## src/rtl/match_pkg.sv

```systemverilog
// Shared constants, FSM encoding and cell indexing for the match/clear scanner.
// Board cell (r,c) lives at flat index r*N+c.
package match_pkg;
  localparam int N          = 8;
  localparam int CELL_W     = 3;
  localparam int SCORE_W    = 16;
  localparam int CELLS      = N * N;
  localparam int BOARD_W    = CELLS * CELL_W;
  localparam int LINE_IDX_W = $clog2(N);
  localparam int CELL_IDX_W = $clog2(CELLS);
  localparam int COUNT_W    = $clog2(CELLS + 1);

  localparam logic [CELL_W-1:0] EMPTY = '0;

  typedef enum logic [2:0] {
    S_IDLE  = 3'd0,
    S_ROW   = 3'd1,
    S_COL   = 3'd2,
    S_APPLY = 3'd3,
    S_DONE  = 3'd4
  } state_t;

  function automatic logic [CELL_IDX_W-1:0] cell_idx(input logic [LINE_IDX_W-1:0] r,
                                                     input logic [LINE_IDX_W-1:0] c);
    return CELL_IDX_W'(int'(r) * N + int'(c));
  endfunction
endpackage

```

## src/rtl/match_clear_if.sv

```systemverilog
// Board-in / cleared-board-out bundle between the board owner and match_clear.
interface match_clear_if;
  import match_pkg::*;

  logic                 start;
  logic                 score_clr;
  logic [BOARD_W-1:0]   board;
  logic                 busy;
  logic                 done;
  logic [BOARD_W-1:0]   cleared_board;
  logic [CELLS-1:0]     clear_mask;
  logic [COUNT_W-1:0]   clear_count;
  logic                 match_found;
  logic [SCORE_W-1:0]   score;

  modport master (
    output start, score_clr, board,
    input  busy, done, cleared_board, clear_mask, clear_count, match_found, score
  );

  modport slave (
    input  start, score_clr, board,
    output busy, done, cleared_board, clear_mask, clear_count, match_found, score
  );
endinterface

```

## src/rtl/line_match8.sv

```systemverilog
// Combinational run detector for one line of N cells: marks every cell that sits
// in a run of three or more equal non-empty cells.
module line_match8
  import match_pkg::*;
(
  input  logic [N*CELL_W-1:0] cells,
  output logic [N-1:0]        mask
);
  // trip_ext[j+2] flags a matching triple starting at cell j; the padding keeps
  // the per-cell OR below free of range checks at both line ends.
  logic [N+1:0] trip_ext;

  generate
    for (genvar gi = 0; gi < N + 2; gi++) begin : g_trip
      if (gi >= 2 && gi <= N - 1) begin : g_real
        logic [CELL_W-1:0] a, b, c;
        assign a = cells[(gi-2)*CELL_W +: CELL_W];
        assign b = cells[(gi-1)*CELL_W +: CELL_W];
        assign c = cells[gi*CELL_W +: CELL_W];
        assign trip_ext[gi] = (a != EMPTY) && (a == b) && (b == c);
      end else begin : g_pad
        assign trip_ext[gi] = 1'b0;
      end
    end

    for (genvar gi = 0; gi < N; gi++) begin : g_mask
      assign mask[gi] = trip_ext[gi] | trip_ext[gi+1] | trip_ext[gi+2];
    end
  endgenerate
endmodule

```

## src/rtl/match_clear.sv

```systemverilog
// Sequential match eliminator: scans the latched board row by row, then column by
// column, through one shared line detector, then zeroes matched cells and scores them.
module match_clear
  import match_pkg::*;
(
  input  logic          clk,
  input  logic          rst_n,
  match_clear_if.slave  bus
);
  state_t                 state_reg, state_next;
  logic [BOARD_W-1:0]     latch_reg;
  logic [CELLS-1:0]       work_mask_reg;
  logic [LINE_IDX_W-1:0]  idx_reg;
  logic [BOARD_W-1:0]     cleared_board_reg, cleared_board_next;
  logic [CELLS-1:0]       clear_mask_reg;
  logic [COUNT_W-1:0]     clear_count_reg, clear_count_next;
  logic                   match_found_reg;
  logic [SCORE_W-1:0]     score_reg, score_next;
  logic [SCORE_W:0]       score_sum;

  logic [CELL_W-1:0]      cell_arr [CELLS];
  logic [N*CELL_W-1:0]    line_cells;
  logic [N-1:0]           line_mask;
  logic [CELLS-1:0]       line_spread;
  logic                   last_idx;

  assign last_idx = (idx_reg == LINE_IDX_W'(N - 1));

  generate
    for (genvar gi = 0; gi < CELLS; gi++) begin : g_cells
      assign cell_arr[gi] = latch_reg[gi*CELL_W +: CELL_W];
      assign cleared_board_next[gi*CELL_W +: CELL_W] =
          work_mask_reg[gi] ? EMPTY : latch_reg[gi*CELL_W +: CELL_W];
      // Scatter the line result back to board positions for the current row or column.
      assign line_spread[gi] =
          ((state_reg == S_ROW) && (idx_reg == LINE_IDX_W'(gi / N)) && line_mask[gi % N]) ||
          ((state_reg == S_COL) && (idx_reg == LINE_IDX_W'(gi % N)) && line_mask[gi / N]);
    end

    for (genvar gi = 0; gi < N; gi++) begin : g_line
      assign line_cells[gi*CELL_W +: CELL_W] = (state_reg == S_ROW)
          ? cell_arr[cell_idx(idx_reg, LINE_IDX_W'(gi))]
          : cell_arr[cell_idx(LINE_IDX_W'(gi), idx_reg)];
    end
  endgenerate

  line_match8 u_line (
    .cells (line_cells),
    .mask  (line_mask)
  );

  assign clear_count_next = COUNT_W'($countones(work_mask_reg));
  assign score_sum        = {1'b0, score_reg} + (SCORE_W+1)'(clear_count_next);
  assign score_next       = score_sum[SCORE_W] ? '1 : score_sum[SCORE_W-1:0];

  always_ff @(posedge clk or negedge rst_n) begin
    if (!rst_n) begin
      state_reg <= S_IDLE;
    end else begin
      state_reg <= state_next;
    end
  end

  always_comb begin
    state_next = state_reg;
    case (state_reg)
      S_IDLE:  if (bus.start) state_next = S_ROW;
      S_ROW:   if (last_idx)  state_next = S_COL;
      S_COL:   if (last_idx)  state_next = S_APPLY;
      S_APPLY: state_next = S_DONE;
      S_DONE:  state_next = S_IDLE;
      default: state_next = S_IDLE;
    endcase
  end

  always_comb begin
    bus.busy = 1'b0;
    bus.done = 1'b0;
    case (state_reg)
      S_ROW, S_COL, S_APPLY: bus.busy = 1'b1;
      S_DONE:                bus.done = 1'b1;
      default: ;
    endcase
  end

  always_ff @(posedge clk or negedge rst_n) begin
    if (!rst_n) begin
      latch_reg         <= '0;
      work_mask_reg     <= '0;
      idx_reg           <= '0;
      cleared_board_reg <= '0;
      clear_mask_reg    <= '0;
      clear_count_reg   <= '0;
      match_found_reg   <= 1'b0;
    end else begin
      case (state_reg)
        S_IDLE: begin
          if (bus.start) begin
            latch_reg     <= bus.board;
            work_mask_reg <= '0;
            idx_reg       <= '0;
          end
        end
        S_ROW, S_COL: begin
          work_mask_reg <= work_mask_reg | line_spread;
          idx_reg       <= last_idx ? '0 : idx_reg + 1'b1;
        end
        S_APPLY: begin
          cleared_board_reg <= cleared_board_next;
          clear_mask_reg    <= work_mask_reg;
          clear_count_reg   <= clear_count_next;
          match_found_reg   <= (clear_count_next != '0);
        end
        default: ;
      endcase
    end
  end

  // A same-cycle clear wins over the APPLY accumulation.
  always_ff @(posedge clk or negedge rst_n) begin
    if (!rst_n) begin
      score_reg <= '0;
    end else if (bus.score_clr) begin
      score_reg <= '0;
    end else if (state_reg == S_APPLY) begin
      score_reg <= score_next;
    end
  end

  assign bus.cleared_board = cleared_board_reg;
  assign bus.clear_mask    = clear_mask_reg;
  assign bus.clear_count   = clear_count_reg;
  assign bus.match_found   = match_found_reg;
  assign bus.score         = score_reg;
endmodule
```

## src/flat_wrapper.sv

```systemverilog
// flat-port wrapper written by rule: the top's interface ports become plain ports
module match_clear_flat import match_pkg::*;
  (clk, rst_n, bus_start, bus_score_clr, bus_board, bus_busy, bus_done, bus_cleared_board, bus_clear_mask, bus_clear_count, bus_match_found, bus_score);
  match_clear_if bus_i ();
  input  logic clk;
  input  logic rst_n;
  input wire logic [$bits(bus_i.start)-1:0] bus_start;
  input wire logic [$bits(bus_i.score_clr)-1:0] bus_score_clr;
  input wire logic [$bits(bus_i.board)-1:0] bus_board;
  output wire logic [$bits(bus_i.busy)-1:0] bus_busy;
  output wire logic [$bits(bus_i.done)-1:0] bus_done;
  output wire logic [$bits(bus_i.cleared_board)-1:0] bus_cleared_board;
  output wire logic [$bits(bus_i.clear_mask)-1:0] bus_clear_mask;
  output wire logic [$bits(bus_i.clear_count)-1:0] bus_clear_count;
  output wire logic [$bits(bus_i.match_found)-1:0] bus_match_found;
  output wire logic [$bits(bus_i.score)-1:0] bus_score;
  assign bus_i.start = bus_start;
  assign bus_i.score_clr = bus_score_clr;
  assign bus_i.board = bus_board;
  assign bus_busy = bus_i.busy;
  assign bus_done = bus_i.done;
  assign bus_cleared_board = bus_i.cleared_board;
  assign bus_clear_mask = bus_i.clear_mask;
  assign bus_clear_count = bus_i.clear_count;
  assign bus_match_found = bus_i.match_found;
  assign bus_score = bus_i.score;
  match_clear u_core (.clk(clk), .rst_n(rst_n), .bus(bus_i));
endmodule
```

## config.mk

```make
export PLATFORM = sky130hd
export DESIGN_NAME = match_clear_flat
export DESIGN_NICKNAME = d
export VERILOG_FILES = /design/src/rtl/match_pkg.sv /design/src/rtl/match_clear_if.sv /design/src/rtl/line_match8.sv /design/src/rtl/match_clear.sv /design/src/flat_wrapper.sv
export SDC_FILE = /design/constraint.sdc
export NUM_CORES = 1
export LEC_CHECK = 0
export BUFFER_PORTS_ARGS = -buffer_cell sky130_fd_sc_hd__buf_2
export CAP_MARGIN = 20
export CORE_ASPECT_RATIO = 0.5
export CORE_MARGIN = 8
export CORE_UTILIZATION = 40
export DETAILED_ROUTE_END_ITERATION = 8
export HOLD_SLACK_MARGIN = 0.1
export PLACE_DENSITY = 0.65
export SETUP_SLACK_MARGIN = 0.3
export SLEW_MARGIN = 30
export SYNTH_ARGS = -nofsm -noshare
export SYNTH_HDL_FRONTEND = slang
export SYNTH_SLANG_ARGS = --single-unit
```

## constraint.sdc

```tcl
create_clock -name clk -period 8 [get_ports clk]
set_clock_uncertainty 0.15 [all_clocks]
set_input_delay 2.4 -clock clk [delete_from_list [all_inputs] [get_ports clk]]
set_output_delay 2.4 -clock clk [all_outputs]
set_load 0.1 [all_outputs]
```

== Yosys cells after proc, flatten, opt, wreduce, memory -nomap -nowiden ==
Index checks and enable logic that the tools add are counted.
Word-level totals
  output and inout bits: 282
  register bits after elaboration: 542
  bits in writable memories: 0
  memories kept: 0
  word-level logic and storage cells: 521
  input port bits: 196
  latch bits: 0
  ROM bits: 0
Cells by class
  multiplexer cells: 134
  divide/modulo/power cells: 0
  multiply operators: 0
  eq/ne operators: 21
  $add $sub $neg: 79
  bitwise gates (word level): 26
  shift operators: 0
  reductions and logical operators: 236
  magnitude comparators: 16
Operators by type and width (number)
  2-to-1 mux 3 bit: 109
  binary-select mux 3 bit (select 6 bit): 16
  adder 7 bit: 31
  logical AND 1 bit: 156
  case mux 64 bit (2 select lines): 1
  >= comparator 7 bit, second input constant: 16
  NOT 6 -> 7 bit: 15
  adder 1 x 1 -> 2 bit: 32
  logical OR 1 bit: 64
  2-to-1 mux 64 bit: 1
  OR 64 bit: 1
  2-to-1 mux 16 bit: 3
  adder 6 x 3 -> 6 bit, first input constant: 4
  adder 6 x 3 -> 6 bit, second input constant: 4
  == test 3 bit: 7
  nonzero test 3 bit: 6
  adder 16 x 7 -> 17 bit: 1
  == test 3 bit, second input constant: 5
  adder 5 x 3 -> 6 bit, first input constant: 2
  adder 6 x 2 -> 6 bit, second input constant: 2
  == test 3 x 2 -> 1 bit, second input constant: 4
  case mux 3 bit (4 select lines): 1
  OR 1 bit: 9
  NOT 3 -> 7 bit: 1
  other kinds (15): 21

== Logic depth before layout (Yosys ltp) ==
Gate-level depths: netlist (run 1).
  depth in word-level cells: 15
  mapped depth: 31
  depth with buffers taken out: 30

== Modules after synthesis ==
From an unflattened synthesis (run 1), not the netlist that was laid out.
Unflattened totals
  cells, all modules: 2674
  area total of the unflattened synthesis: 26391.6 µm²
By module, submodules not included
  match_clear: seq. area each 13563.0 µm², area each 26008.7 µm², cells an instance 2618, times used 1
  line_match8: seq. area each 0.0 µm², area each 382.9 µm², cells an instance 56, times used 1

== Least setup slack after synthesis (run 1) ==
Ideal clock, no wire load.
  path type: register to register
  start: register u_core.work_mask_reg[20]
  end: register u_core.score_reg[7] (netlist: u_core.bus.score[7])
  data required time: 7673 ps
  path slack: 709 ps
  stages on the path, launching flop included: 30
  clock period less this slack: 7291 ps
  arrival time: 6964 ps
  path through: dfrtp_1 -> ha_1 -> inv_1 -> fa_1 -> inv_1 -> fa_1 -> inv_1 -> fa_1 -> inv_1 -> fa_1 -> fa_1 -> fa_1 -> inv_1 -> fa_1 -> inv_1 -> ha_1 -> inv_1 -> fa_1 -> inv_1 -> ha_1 -> a21o_1 -> a21oi_1 -> o21bai_1 -> a21oi_1 -> o21bai_1 -> nand4_1 -> clkbuf_1 -> a21oi_1 -> nor2_1 -> a211oi_1
Between the ends
  word-level cells in the longest chain between the ends: 10
RTL lines
  from (decl): line match_clear.sv:12  | logic [CELLS-1:0] work_mask_reg;
  from (signal assigned): line match_clear.sv:105  | work_mask_reg <= work_mask_reg | line_spread;
  adder 1 x 1 -> 2 bit (not written as such): line match_clear.sv:52  | assign clear_count_next = COUNT_W'($countones(work_mask_reg));
  adder 7 bit (not written as such) (5 in series): line match_clear.sv:52
  via u_core.clear_count_next[2]: line match_clear.sv:16  | logic [COUNT_W-1:0] clear_count_reg, clear_count_next;
  adder 16 x 7 -> 17 bit: line match_clear.sv:53  | assign score_sum = {1'b0, score_reg} + (SCORE_W+1)'(clear_count_next);
  2-to-1 mux 16 bit: line match_clear.sv:54  | assign score_next = score_sum[SCORE_W] ? '1 : score_sum[SCORE_W-1:0];
  2-to-1 mux 16 bit: line match_clear.sv:125  | end else if (state_reg == S_APPLY) begin
  2-to-1 mux 16 bit: line match_clear.sv:123  | end else if (bus.score_clr) begin
  to (signal assigned): line match_clear.sv:126  | score_reg <= score_next;
  to (decl): line match_clear.sv:18  | logic [SCORE_W-1:0] score_reg, score_next;
The timed path passes the listed nets, and every way through them passes these cells. The select of a mux whose other input is x is not followed.
A chain may end at the register's enable or synchronous reset.

== Final worst setup path (run 1) ==
  start: register u_core.work_mask_reg[40]
  end: register u_core.score_reg[10] (netlist: u_core.bus.score[10])
The elaborated chain is that of the path after synthesis.

==> results.toml, run 1 <==
[routing]
avgRoutedWirePerCell_um = 26.8
route.detailed.drc = 0
first_iter_violations = 2333
num_vias = 22994
first_pass_iters = 6
wl_met3_um = 11000
met1_length_um = 43700
routed_wl_um = 112000
maxUsedRoutingLayer = "met5"
ant_nets = 0
avgViaCountPerCell = 5.51
dr_wl_met2_um = 52000

[setup_path]
cp_max_fo = 6
crit_type = "reg2reg"
crit_top_cell = "fa_1"
setup.worst_path.start_class = "register"
r2r-end = "u_core.bus.score[10]"
r2r_slack_ps = 470
worstSetupStartpoint = "u_core.work_mask_reg[40]"
crit_slowest_cell = "fa_1"
end_kind = "register"
r2r_start = "u_core.work_mask_reg[40]"
worst_path_largest_cell_delay_ps = 570
ff2ff_path_depth = 26
cp.required_ps = 8370
arrival_ps = 7900

[synth]
syn_area_um2 = 27300
synth_edf_count = 0
synth-async-reset-ratio_pct = 100
avgSynthCellArea_um2 = 9.66
yosysUniqueCellTypes = 68
synth_ff_type = "dfrtp_1"
synth-seq-area-share_pct = 49.7
synth_warnings = 0
synth-seq-cells = 542
syn-num-nets = 3138
synthCells = 2825

[place]
place_hpwl_um = 85500
io_buffers = 477
pre_cts_ws_ps = 236
placed_cell_area_um2 = 30400
gp_congestion = 1.00

[clocking]
numCtsBuffers = 52
cts_sinks = 542
root_buffer = "clkbuf_16"
cts_tree = "done"
cts-hold-fix-buffers = 0
clk_pin_slew_ps = 70
ctsLongestPathBuffers = 3
clk_latency_ps = 640
htreeDepth = 2

[sta]
layout_min_cycle_time_ps = 7530
clock.fmax_mhz = 133
fin_ws_ps = 470
worst_slew_pin_slew_ps = 1120
slew_headroom_pct = 25.1
hold_violations = 0
rsz0062_at_grt = "no"
finalMaxSlewViolations = 0
post-route-period-util_pct = 94.1
fin_setup_tns_ps = 0
setup_viol = 0

[die]
die_y_um = 201
initial_core_util_pct = 40.6
die_w_um = 385
core-area_um2 = 67200
die-area_um2 = 77300
io_pins = 478
rows = 67

[hold_path]
min_from = "u_core.bus.cleared_board[63]"
min_path_type = "reg2reg"
whs_endpoint = "u_core.bus.cleared_board[63]"
holdPathStages = 2

[global_route]
gr-usage-all-layers_pct = 28.1
grt_overflow = 0
grt_max_degree = 157
antenna_found_initial = 4
grt_pass1_wl_um = 162000
grt_pass1_vias = 23394

[layout]
area_growth_pct = 18.7
final_common_cell = "nand2_1"
drive_above_1_share_pct = 23.1
diodes = 0
stdcell_area_um2 = 32400
layout_common_cells = "nand2_1, dfrtp_1, buf_2"
fin_nets = 3549

[run_status]
outcome = "finished clean"

[job]
drv_cap = 0
==> how the worst max path moves through the flow <==
stage	to	slack, ps	depth (start not counted)
after global placement	u_core.bus.score[10]	310	28
after CTS	u_core.bus.score[10]	320	28
final	u_core.bus.score[10]	470	26
after global routing	u_core.bus.score[8]	220	26
after floorplan	u_core.bus.score[7]	710	29
after detailed placement	u_core.bus.score[10]	240	26
==> metrics by stage <==
stage | hold WS [ps] | cells | util (%)
floorplan | 329 | 2825 | -
detailed placement | 300 | 4060 | 45.2
CTS | 315 | 4155 | 47.8
finish | 313 | 4174 | 48.2
global route | 329 | 4174 | 48.2
global placement | 295 | 4060 | 45.1
==> synth_stat cells, types with 10 or more instances <==
library cell,number,share of area [%]
a211oi_1,11,0.30
a21oi_1,39,0.72
buf_2,25,0.46
clkbuf_1,120,1.7
dfrtp_1,542,50
fa_1,61,4.5
ha_1,56,2.6
inv_1,102,1.4
mux4_2,99,8.2
nand2_1,1210,17
nand3_1,13,0.24
nand3b_1,184,5.1
nor2_1,68,0.94
nor3_1,68,1.2
o21a_1,13,0.36
o21ai_0,24,0.44
o221ai_1,14,0.45
o22ai_1,24,0.55
xnor2_1,19,0.61
xor2_1,10,0.32
==> layer usage <==
metal,GRT usage [%],up-vias
li1,-,10113
met2,44.7,985
met5,0,-
met3,9.55,243
met4,11.1,6
met1,35.2,11647
==> cell families after synthesis <==
group / synth area share, %
mux: 8.54
xor+xnor: 0.931
flops: 49.7
buf+inv: 4.25
simple gates: 25.2
compound gates: 4.30
fa+ha+maj: 7.04
==> critical path: cells and delay by family (launching register included) <==
kind / cells / cell delay [ps]
flip-flops: 1 / 550
buffers and inverters: 6 / 400
adder cells (fa/ha/maj): 11 / 4760
AND/OR/NAND/NOR: 3 / 320
AO/OA/AOI/OAI: 6 / 1230
==> what timing repair did <==
item	CTS	global route
setup buffers	0	17
setup endpoints to repair	5	16
pin swaps	0	13
gates resized for setup	2	26
==> final cells by class <==
type                    instances  area, µm²
clock buffers                  69       1490
clock inverters                26        293
fillers                      6337      34800
inverters                     103        394
multi-input cells            2014      12600
flip-flops and latches        542      13600
well taps                     897       1120
repair buffers                523       2870
Power of run 1 is not shown: default switching activity piles up to over one toggle a cycle in this logic, so the estimate is an artifact.
==> inputs of run 2 (changes only) <==
PLACE_DENSITY = default   (was 0.65)
==> results.toml, run 2 (same netlist as run 1, synthesis figures left out) <==
[run_status]
outcome = "finished clean"

[clocking]
htreeDepth = 2
numCtsBuffers = 51
clk_pin_slew_ps = 70
cts_sinks = 542
cts_tree = "done"
ctsLongestPathBuffers = 3
clk_latency_ps = 610
root_buffer = "clkbuf_16"
cts-hold-fix-buffers = 0

[sta]
clock.fmax_mhz = 135
layout_min_cycle_time_ps = 7410
post-route-period-util_pct = 92.6
slew_headroom_pct = 28.4
worst_slew_pin_slew_ps = 1070
fin_ws_ps = 593
finalMaxSlewViolations = 0
fin_setup_tns_ps = 0
setup_viol = 0
hold_violations = 0
rsz0062_at_grt = "no"

[global_route]
antenna_found_initial = 5
grt_pass1_wl_um = 161000
gr-usage-all-layers_pct = 27.9
grt_pass1_vias = 22652
grt_overflow = 0
grt_max_degree = 180

[setup_path]
ff2ff_path_depth = 26
setup.worst_path.start_class = "register"
end_kind = "register"
r2r_start = "u_core.work_mask_reg[17]"
r2r_slack_ps = 590
cp_max_fo = 6
cp.required_ps = 8360
arrival_ps = 7760
crit_type = "reg2reg"
r2r-end = "u_core.bus.score[10]"

[routing]
route.detailed.drc = 0
ant_nets = 0
first_iter_violations = 2429
first_pass_iters = 7
routed_wl_um = 111000
avgRoutedWirePerCell_um = 26.6
num_vias = 23027
avgViaCountPerCell = 5.53

[die]
core-area_um2 = 67200
io_pins = 478
rows = 67
initial_core_util_pct = 40.6
die_y_um = 201
die_w_um = 385
die-area_um2 = 77300

[place]
placed_cell_area_um2 = 30300
gp_congestion = 0.989
io_buffers = 477
place_hpwl_um = 84600
pre_cts_ws_ps = 203

[layout]
final_common_cell = "nand2_1"
post-route-util_pct = 48.1
diodes = 0
fill_cells = 6419
drive_above_1_share_pct = 22.8
layout_common_cells = "nand2_1, dfrtp_1, buf_2"
stdcell_area_um2 = 32400
area_growth_pct = 18.6
fin_nets = 3541

[hold_path]
holdPathStages = 2
min_path_type = "reg2reg"
min_from = "u_core.bus.cleared_board[36]"
whs_endpoint = "u_core.bus.cleared_board[36]"

[job]
drv_cap = 0
==> run 2: cell count changes in the layout (fill, tap and decap cells not counted), sizes merged <==
cell and change:
buf -7, bufinv +2, clkbuf +4, clkinv -6
clkinvlp -2
==> run 2: worst max-delay path by stage <==
stage	from	endpoint	slack (ps)	cells past startpoint
2_1_floorplan	u_core.work_mask_reg[20]	u_core.bus.score[7]	710	29
3_3_place_gp	u_core.work_mask_reg[21]	u_core.bus.score[10]	280	28
3_5_place_dp	u_core.work_mask_reg[21]	u_core.bus.score[10]	200	28
4_1_cts	u_core.work_mask_reg[21]	u_core.bus.score[3]	320	27
5_1_grt	u_core.work_mask_reg[48]	u_core.bus.score[10]	290	26
6_report	u_core.work_mask_reg[17]	u_core.bus.score[10]	590	26
==> run 2: layout make-up <==
cell class	instances	area [µm²]	area share [%]
clock inverters	20	293	0.905
multi-input cells	2014	12700	39.1
well taps	897	1120	3.47
flip-flops and latches	542	13600	42.0
inverters	103	394	1.22
repair buffers	516	2780	8.59
clock buffers	73	1520	4.70
==> run 2: critical path, stage by stage (launching register included) <==
cell and delay (ps):
dfrtp_1 650, ha_1 280, fa_1 440, fa_1 550, inv_1 50, fa_1 480, fa_1 520, inv_1 50
fa_1 490, fa_1 540, inv_1 50, fa_1 530, inv_1 40, ha_2 180, inv_1 60, fa_1 420
inv_1 130, ha_4 220, a21o_1 180, a21oi_2 170, o21bai_1 90, a21oi_2 220, nor2_1 80, nor2_2 140
nor2_1 100, a31o_2 290, a211oi_2 200
==> run 2: per-stage QoR <==
stage	std cells	hold WS (ps)
after floorplan	2825	329
after global placement	4061	297
after detailed placement	4061	300
after CTS	4154	315
after global routing	4165	327
final	4165	309
==> run 2: repair_timing <==
item,4_1_cts,5_1_grt
gates resized for setup,2,25
setup buffers,0,10
pin swaps,0,7
endpoints found under the setup margin,11,16
==> run 2: layer usage <==
layer  vias up  track usage (%)  share of wire [%]
met5         -                0              0.024
met4         4             6.34                2.5
met3       160             7.44                9.2
met2       974             44.6                 47
met1     11782             38.0                 41
li1      10107                -                  -
Power of run 2 is left out for the same reason.
